--- config.mk ---
export PLATFORM = sky130hd
export DESIGN_NAME = upsp_lane_scheduler
export DESIGN_NICKNAME = d
export VERILOG_FILES = /design/src/rtl/upsp_lane_scheduler.sv
export SDC_FILE = /design/constraint.sdc
export NUM_CORES = 1
export LEC_CHECK = 0
export CAP_MARGIN = 10
export CELL_PAD_IN_SITES_DETAIL_PLACEMENT = 1
export CELL_PAD_IN_SITES_GLOBAL_PLACEMENT = 2
export CORE_MARGIN = 4
export CORE_UTILIZATION = 26
export CTS_CLUSTER_DIAMETER = 40
export CTS_CLUSTER_SIZE = 28
export DETAILED_ROUTE_END_ITERATION = 10
export PLACE_DENSITY = 0.8
export SLEW_MARGIN = 20
export SYNTH_ARGS = -nofsm -noshare
export SYNTH_HDL_FRONTEND = slang
export SYNTH_SLANG_ARGS = --single-unit
--- constraint.sdc ---
create_clock -name clk -period 2.3 [get_ports clk]
set_input_delay 0.46 -clock clk [delete_from_list [all_inputs] [get_ports clk]]
set_output_delay 0.46 -clock clk [all_outputs]
set_load 0.01 [all_outputs]
--- src/rtl/upsp_lane_scheduler.sv ---
// Frame sequencer: splits each source row into N_PARALLEL equal segments, steers
// segment k to PE lane k, checks row framing and pulses done once lanes drain.
module upsp_lane_scheduler #(
    parameter int unsigned N_PARALLEL     = 4,
    parameter int unsigned DATA_WIDTH     = 24,
    parameter int unsigned SRC_IMG_WIDTH  = 960,
    parameter int unsigned SRC_IMG_HEIGHT = 540
) (
    input  logic                                  clk,
    input  logic                                  rst,
    input  logic                                  start,
    input  logic                                  s_valid,
    input  logic [DATA_WIDTH-1:0]                 s_data,
    input  logic                                  s_last,
    output logic                                  s_ready,
    output logic [N_PARALLEL-1:0]                 lane_valid,
    output logic [DATA_WIDTH-1:0]                 lane_data,
    input  logic [N_PARALLEL-1:0]                 lane_ready,
    input  logic [N_PARALLEL-1:0]                 lane_busy,
    output logic                                  busy,
    output logic                                  done,
    output logic                                  frame_err,
    output logic [$clog2(SRC_IMG_HEIGHT+1)-1:0]   row_cnt
);

    localparam int unsigned SEG_W  = SRC_IMG_WIDTH / N_PARALLEL;
    localparam int unsigned COL_W  = (SRC_IMG_WIDTH > 1) ? $clog2(SRC_IMG_WIDTH) : 1;
    localparam int unsigned SEG_CW = (SEG_W > 1) ? $clog2(SEG_W) : 1;
    localparam int unsigned LANE_W = (N_PARALLEL > 1) ? $clog2(N_PARALLEL) : 1;
    localparam int unsigned ROW_W  = $clog2(SRC_IMG_HEIGHT + 1);

    localparam logic [COL_W-1:0]  COL_LAST = COL_W'(SRC_IMG_WIDTH - 1);
    localparam logic [SEG_CW-1:0] SEG_LAST = SEG_CW'(SEG_W - 1);
    localparam logic [ROW_W-1:0]  ROW_LAST = ROW_W'(SRC_IMG_HEIGHT - 1);

    typedef enum logic [1:0] {
        ST_IDLE  = 2'd0,
        ST_RUN   = 2'd1,
        ST_DRAIN = 2'd2,
        ST_DONE  = 2'd3
    } state_t;

    state_t              state_q, state_d;
    logic [COL_W-1:0]    col_q, col_d;
    logic [SEG_CW-1:0]   seg_cnt_q, seg_cnt_d;
    logic [LANE_W-1:0]   lane_sel_q, lane_sel_d;
    logic [ROW_W-1:0]    row_cnt_q, row_cnt_d;
    logic                frame_err_q, frame_err_d;
    logic                busy_q, busy_d;
    logic                done_q, done_d;
    logic                data_en_q;
    logic                run_c;
    logic                xfer_c;
    logic                col_last_c;

    // Zero-latency dispatch: the selected lane's ready gates the stream.
    assign run_c      = (state_q == ST_RUN);
    assign col_last_c = (col_q == COL_LAST);
    assign s_ready    = run_c & lane_ready[lane_sel_q];
    assign xfer_c     = s_valid & s_ready;
    assign lane_valid = (run_c && s_valid) ? (N_PARALLEL'(1) << lane_sel_q) : '0;
    assign lane_data  = data_en_q ? s_data : '0;

    assign busy      = busy_q;
    assign done      = done_q;
    assign frame_err = frame_err_q;
    assign row_cnt   = row_cnt_q;

    always_comb begin
        state_d     = state_q;
        col_d       = col_q;
        seg_cnt_d   = seg_cnt_q;
        lane_sel_d  = lane_sel_q;
        row_cnt_d   = row_cnt_q;
        frame_err_d = frame_err_q;

        case (state_q)
            ST_IDLE: begin
                if (start) begin
                    state_d     = ST_RUN;
                    col_d       = '0;
                    seg_cnt_d   = '0;
                    lane_sel_d  = '0;
                    row_cnt_d   = '0;
                    frame_err_d = 1'b0;
                end
            end
            ST_RUN: begin
                if (xfer_c) begin
                    // s_last must coincide with the last column; counters never follow s_last.
                    if (s_last != col_last_c) begin
                        frame_err_d = 1'b1;
                    end
                    if (col_last_c) begin
                        col_d      = '0;
                        seg_cnt_d  = '0;
                        lane_sel_d = '0;
                        row_cnt_d  = row_cnt_q + ROW_W'(1);
                        if (row_cnt_q == ROW_LAST) begin
                            state_d = ST_DRAIN;
                        end
                    end else begin
                        col_d = col_q + COL_W'(1);
                        if (seg_cnt_q == SEG_LAST) begin
                            seg_cnt_d  = '0;
                            lane_sel_d = lane_sel_q + LANE_W'(1);
                        end else begin
                            seg_cnt_d = seg_cnt_q + SEG_CW'(1);
                        end
                    end
                end
            end
            ST_DRAIN: begin
                if (lane_busy == '0) begin
                    state_d = ST_DONE;
                end
            end
            ST_DONE: begin
                state_d = ST_IDLE;
            end
            default: begin
                state_d = ST_IDLE;
            end
        endcase

        if (N_PARALLEL == 1) begin
            lane_sel_d = '0;
        end

        busy_d = (state_d == ST_RUN) || (state_d == ST_DRAIN);
        done_d = (state_d == ST_DONE);
    end

    always_ff @(posedge clk or posedge rst) begin
        if (rst) begin
            state_q     <= ST_IDLE;
            col_q       <= '0;
            seg_cnt_q   <= '0;
            lane_sel_q  <= '0;
            row_cnt_q   <= '0;
            frame_err_q <= 1'b0;
            busy_q      <= 1'b0;
            done_q      <= 1'b0;
            data_en_q   <= 1'b0;
        end else begin
            state_q     <= state_d;
            col_q       <= col_d;
            seg_cnt_q   <= seg_cnt_d;
            lane_sel_q  <= lane_sel_d;
            row_cnt_q   <= row_cnt_d;
            frame_err_q <= frame_err_d;
            busy_q      <= busy_d;
            done_q      <= done_d;
            data_en_q   <= 1'b1;
        end
    end

endmodule

Word-level counts from Yosys, hierarchy flattened
Cells that the tools add are included.
{ "word_totals": {"output_inout_bits": 42, "register_bits": 36, "input_bits": 37} }
{ "classes": {"addsub": 4, "bitwise": 2, "n_reduce_logical": 9, "shifts": 1, "mux": 31, "order_cmp": 1, "n_eq_ne": 15} }
{ "op_table": {"columns": ["operator", "n"], "rows": [
  ["$mux 10", 5],
  ["$pmux 10 s2", 2],
  ["$mux 8", 4],
  ["$mux 24", 1],
  ["$add 10x1->10 const B", 2],
  ["$eq 10x10->1 const B", 2],
  ["$mux 2", 9],
  ["$pmux 8 s2", 1],
  ["$reduce_and 4->1", 3],
  ["$add 8x1->8 const B", 1],
  ["$eq 2x2->1 const B", 4],
  ["$eq 8x8->1 const B", 1],
  ["$pmux 2 s4", 1],
  ["$ne 2x1->1 const B", 3],
  ["$eq 2x1->1 const B", 2],
  ["$logic_not 4->1", 1],
  ["$mux 1", 4],
  ["$mux 4", 1],
  ["$pmux 2 s2", 1],
  ["$shl 1x2->4 const A", 1],
  ["$lt 2x3->1 const B", 1],
  ["$ne 3x1->1 const B", 1],
  ["$reduce_and 3->1", 1],
  ["$add 2x1->2 const B", 1],
  ["9 further kinds", 10]
]} }

Longest topological paths before layout
{ "depth": {"word_depth": 8, "ltp_mapped": 7, "ltp_nobuf": 6} }

Worst setup path after synthesis
Ideal clock, no wire load.
{ "synth_path": {"kind": "register -> register", "from": "register lane_sel_q[0]", "to": "register busy_q (netlist: busy)", "t_arrival_ps": 1918, "path_slack_ps": 257, "stages_incl_launch_ff": 8, "path_buffers": 2, "setup_ps": 126, "cell_sequence": "dfrtp_1 > mux4_2 > a21oi_2 > buf_6 > buf_2 > o31ai_1 > o211ai_1 > ha_1"} }
{ "synth_between": {"elab_chain_cells": 8, "word_cells_on_any_way": 9, "classes_between": "eq/ne: 2; mux: 4; bitwise: 2; reduce/logical: 1"} }
{ "synth_lines": {"columns": ["item", "line", "source"], "rows": [
  ["start: declaration", "46", "logic [LANE_W-1:0] lane_sel_q, lane_sel_d;"],
  ["start signal: assignment", "149", "lane_sel_q <= lane_sel_d;"],
  ["$bmux 1 s2 (*)", "59", "assign s_ready = run_c & lane_ready[lane_sel_q];"],
  ["$mux 1 (implied by the code) (*)", "59", null],
  ["$and 1x1->1 (*)", "59", null],
  ["$and 1x1->1 (*)", "60", "assign xfer_c = s_valid & s_ready;"],
  ["$mux 2 (*)", "89", "if (xfer_c) begin"],
  ["$pmux 2 s4 (*)", "77", "case (state_q)"],
  ["$eq 2x1->1 / $eq 2x2->1 (equally long branches)", "130", "busy_d = (state_d == ST_RUN) || (state_d == ST_DRAIN);"],
  ["$logic_or 1x1->1 (*)", "130", null],
  ["net busy_d", "49", "logic busy_q, busy_d;"],
  ["end signal: assignment", "152", "busy_q <= busy_d;"],
  ["end: declaration", "49", null]
]} }
Mark *: on every way through the listed nets, which the timed path passes. The rest lies on a longest branch. The select of a mux whose other input is x is not followed.
A chain may end at the register's enable or synchronous reset.

Worst setup path after layout
{ "layout_path": {"from": "input lane_ready[3]", "to": "output s_ready"} }
{ "layout_between": {"elab_chain_cells": 3} }
{ "layout_lines": {"columns": ["item", "line", "source"], "rows": [
  ["start: declaration", "18", "input logic [N_PARALLEL-1:0] lane_ready,"],
  ["$bmux 1 s2", "59", null],
  ["$mux 1 (implied by the code)", "59", null],
  ["$and 1x1->1", "59", null],
  ["end: declaration", "15", "output logic s_ready,"]
]} }
Every way passes these cells. The select of a mux whose other input is x is not followed.

==> reports/qor.csv <==
stage;metric;value;unit
worst_setup_path;RR Startpoint;col_q[0]$_DFFE_PP0P_;
route;WL/cell;15.70;um
die;row count;33;
pwr;Static Leak;1.370;nW
finish;fin cells;438;
synthesis;post-synthesis cell type count;44;
worst_setup_path;Crit. End Element;primary output;
die;# IOs;79;
route;DRT antenna net count;0;
synthesis;synth top area cells;dfrtp_1 (41%), and2_1 (8.8%), ha_1 (4.5%);
timing;# setup viols final;0;
global_routing;largest net degree at the start of global routing;37;
clock_tree;CTS Sinks;36;
timing;FMAX;0.4524;GHz
synthesis;syn_area_per_cell;9.212;sq um
placement;DP Cell Count;429;
timing;Hold Vio Cnt, Final;0;
timing;min Tclk post-route;2.211;ns
route;final wirelength;6877;um
pwr;Comb pwr share;41.9;%
timing;clk_skew;0.006593;ns
die;die area;10040;sq um
global_routing;first-pass GRT wire length;11450;um
clock_tree;TritonCTS Buffers;5;
route;1st-iter DRT viols;66;
pwr;Sw Ratio;38.18;%
timing;Final Cycle Share;96.11;%
placement;DPL Wire Length;5261;um
clock_tree;clock-pin slew on the worst setup and hold paths;0.07;ns
synthesis;dominant cell type by area after synthesis;dfrtp_1;
pwr;worst vdd ir;0.3242;mV
worst_setup_path;worst setup path start;lane_ready[3];
flow_run;maxcap violations;0;
pwr;Pwr per Cell Area;720.4;nW/um^2
worst_setup_path;WP data arrival;1.75;ns
synthesis;Synth Cell Area;2211;sq um
route;Vias;2180;
synthesis;fraction of the yosys area taken by sequential cells;40.75;%
die;Core Area;8258;sq um
timing;final setup margin;0.08948;ns
global_routing;vias in the first global route;2217;
status;status;finished, final reports clean;
finish;Area growth syn-to-layout;48.50;%
synthesis;YS warnings;0;
placement;GPL Wtd Cong;0.7492;
finish;commonest non-fill, non-tap cells in the layout;clkdlybuf4s50_1 (73), dfrtp_1 (35), and2_1 (31);
placement;Placement Setup Slack;-0.1943;ns
die;Die Wd;100.2;um
clock_tree;CTS root buf;clkbuf_8;
pwr;clock power share;20.5;%
global_routing;initial antenna violation count;0;
min_path;HP Start;frame_err$_DFFE_PP0P_;
synthesis;syn_nets;285;
clock_tree;CTS tree;yes;
finish;commonest non-fill, non-tap cell in the layout;clkdlybuf4s50_1;
worst_setup_path;Worst setup SP type;primary input;
synthesis;Synth Register Bits;36;
pwr;power consumption;2.365;mW
global_routing;Total GRT Usage;14.16;%
die;Die Y-Extent;100.2;um
timing;total negative slack;0;ns
finish;share of cells above drive strength 1;10.21;%
worst_setup_path;critical path class;in -> out;
route;post-DR vias/cell;4.977;
clock_tree;number of H-tree levels;2;
pwr;Seq pwr share;37.6;%
clock_tree;Clock Latency Late Sink;0.30;ns
synthesis;Yosys top cell area share;40.75;%
timing;Slew headroom;63.68;%
timing;Least-Margin Pin Slew;0.5428;ns
timing;RSZ-0062 raised after global routing;false;
finish;NumNets Final;377;
timing;Hold WS;0.5082;ns
pwr;switching power;0.9030;mW
synthesis;Mapped Cells;240;
timing;max-slew violations;0;
clock_tree;CTS max path bufs;2;
clock_tree;Hold-fix buffers, CTS;0;
worst_setup_path;Worst EP required;1.84;ns
die;Initial Util;26.77;%
finish;Ant. Diodes;0;
global_routing;gr ovfl total;0;
min_path;hold crit path type;reg -> reg;
route;DRC viols;0;
route;first drt pass iteration count;4;
worst_setup_path;worst-path fanout max;2;
pwr;P_int;1.462;mW
placement;port bufs;78;
## what timing repair did
action	in CTS	in global routing
resized for setup	6	2
setup buffers	0	1
hold endpoints to repair	0	0
endpoints found under the setup margin	5	9
## per-stage QoR
stage,cell area [sq um],util [%]
3_3_place_gp,3188,38.61
3_5_place_dp,3188,38.61
5_1_grt,3283,39.76
6_report,3283,39.76
2_1_floorplan,2211,-
4_1_cts,3273,39.64
## logic make-up after synthesis
family / count (synthesis) / share of synthesized area [%]
xor gates and xnor gates: 1 / 0.3962
other: 1 / 0.1696
adders and majority gates: 8 / 4.528
and+or+nand+nor: 123 / 32.20
DFF: 36 / 40.75
buffers and inverters: 14 / 2.999
muxes: 8 / 4.244
AOI/OAI and AO/OA: 49 / 14.71
## layer usage
| metal | up-vias | GRT usage (%) | share of wire (%) |
|---|---|---|---|
| li1 | 1062 | - | - |
| met1 | 1055 | 18.84 | 46 |
| met2 | 57 | 23.29 | 47 |
| met3 | 6 | 3.544 | 6.0 |
| met4 | 0 | 3.005 | 0.83 |
| met5 | - | 0 | 0 |
## power by group through the flow
| stage | Combinational, mW | Clock [mW] | Sequential [mW] |
|---|---|---|---|
| floorplan | 0.579 | 0 | 0.878 |
| global route | 1.11 | 0.529 | 0.917 |
| global placement | 0.982 | 0 | 0.895 |
| detailed placement | 1.01 | 0 | 0.901 |
| CTS | 1.00 | 0.498 | 0.890 |
| finish | 0.992 | 0.485 | 0.889 |
## cell type report
cell class	count	area (sq um)
tap	105	131.4
multi-input combinational	190	1245
inverter	5	18.77
clock buffer	8	90.09
sequential	36	902.1
timing repair buffer	94	895.9
fill	947	4975
## worst max-delay path, stage by stage
cell and delay (ns):
clkdlybuf4s50_1 0.42, mux4_2 0.48, and2_1 0.17, clkdlybuf4s15_1 0.22
## state kept, by name, indices dropped and copies added, names as in the netlist
register and flops:
busy 1, col_q 10, data_en_q 1, done 1, frame_err 1, lane_sel_q 2, row_cnt 10, seg_cnt_q 8
state_q 2
## Yosys cell counts
cell,n
nand3_2,1
nor2_1,8
a21oi_1,8
nor3_1,3
and3_1,2
a21oi_2,1
o21ai_0,14
nand4b_1,2
o31a_1,2
or3_1,2
a32o_1,2
nand3_1,13
nor4_1,6
buf_2,5
nor3b_1,1
mux4_2,1
a31oi_1,2
nand4_1,6
dfrtp_1,36
o22ai_1,1
mux2i_1,6
o211ai_1,2
and2_1,31
and3b_1,1
mux2_2,1
ha_1,8
and2b_1,1
xor2_1,1
nand2_1,25
nor2b_1,1
clkbuf_1,3
buf_6,1
a22o_1,6
o31ai_1,6
nor4b_1,2
and4_1,1
or4_1,9
or2_2,5
o21a_1,1
nand2b_1,2
inv_1,5
conb_1,1
a21o_1,4
nor3b_4,1
## worst paths after layout
path                                     endpoint  slack, ns  depth (start not counted)
max                                       s_ready       0.09                          4
min                         frame_err$_DFFE_PP0P_       0.51                          1
max reg2reg                row_cnt[6]$_DFFE_PP0P_       0.23                          6
min reg2reg                 frame_err$_DFFE_PP0P_       0.51                          1
max in group asynchronous     data_en_q$_DFF_PP0_       1.36                          3
min in group asynchronous    col_q[3]$_DFFE_PP0P_       0.59                          3
Note: power is estimated with default switching activity, not from simulation.
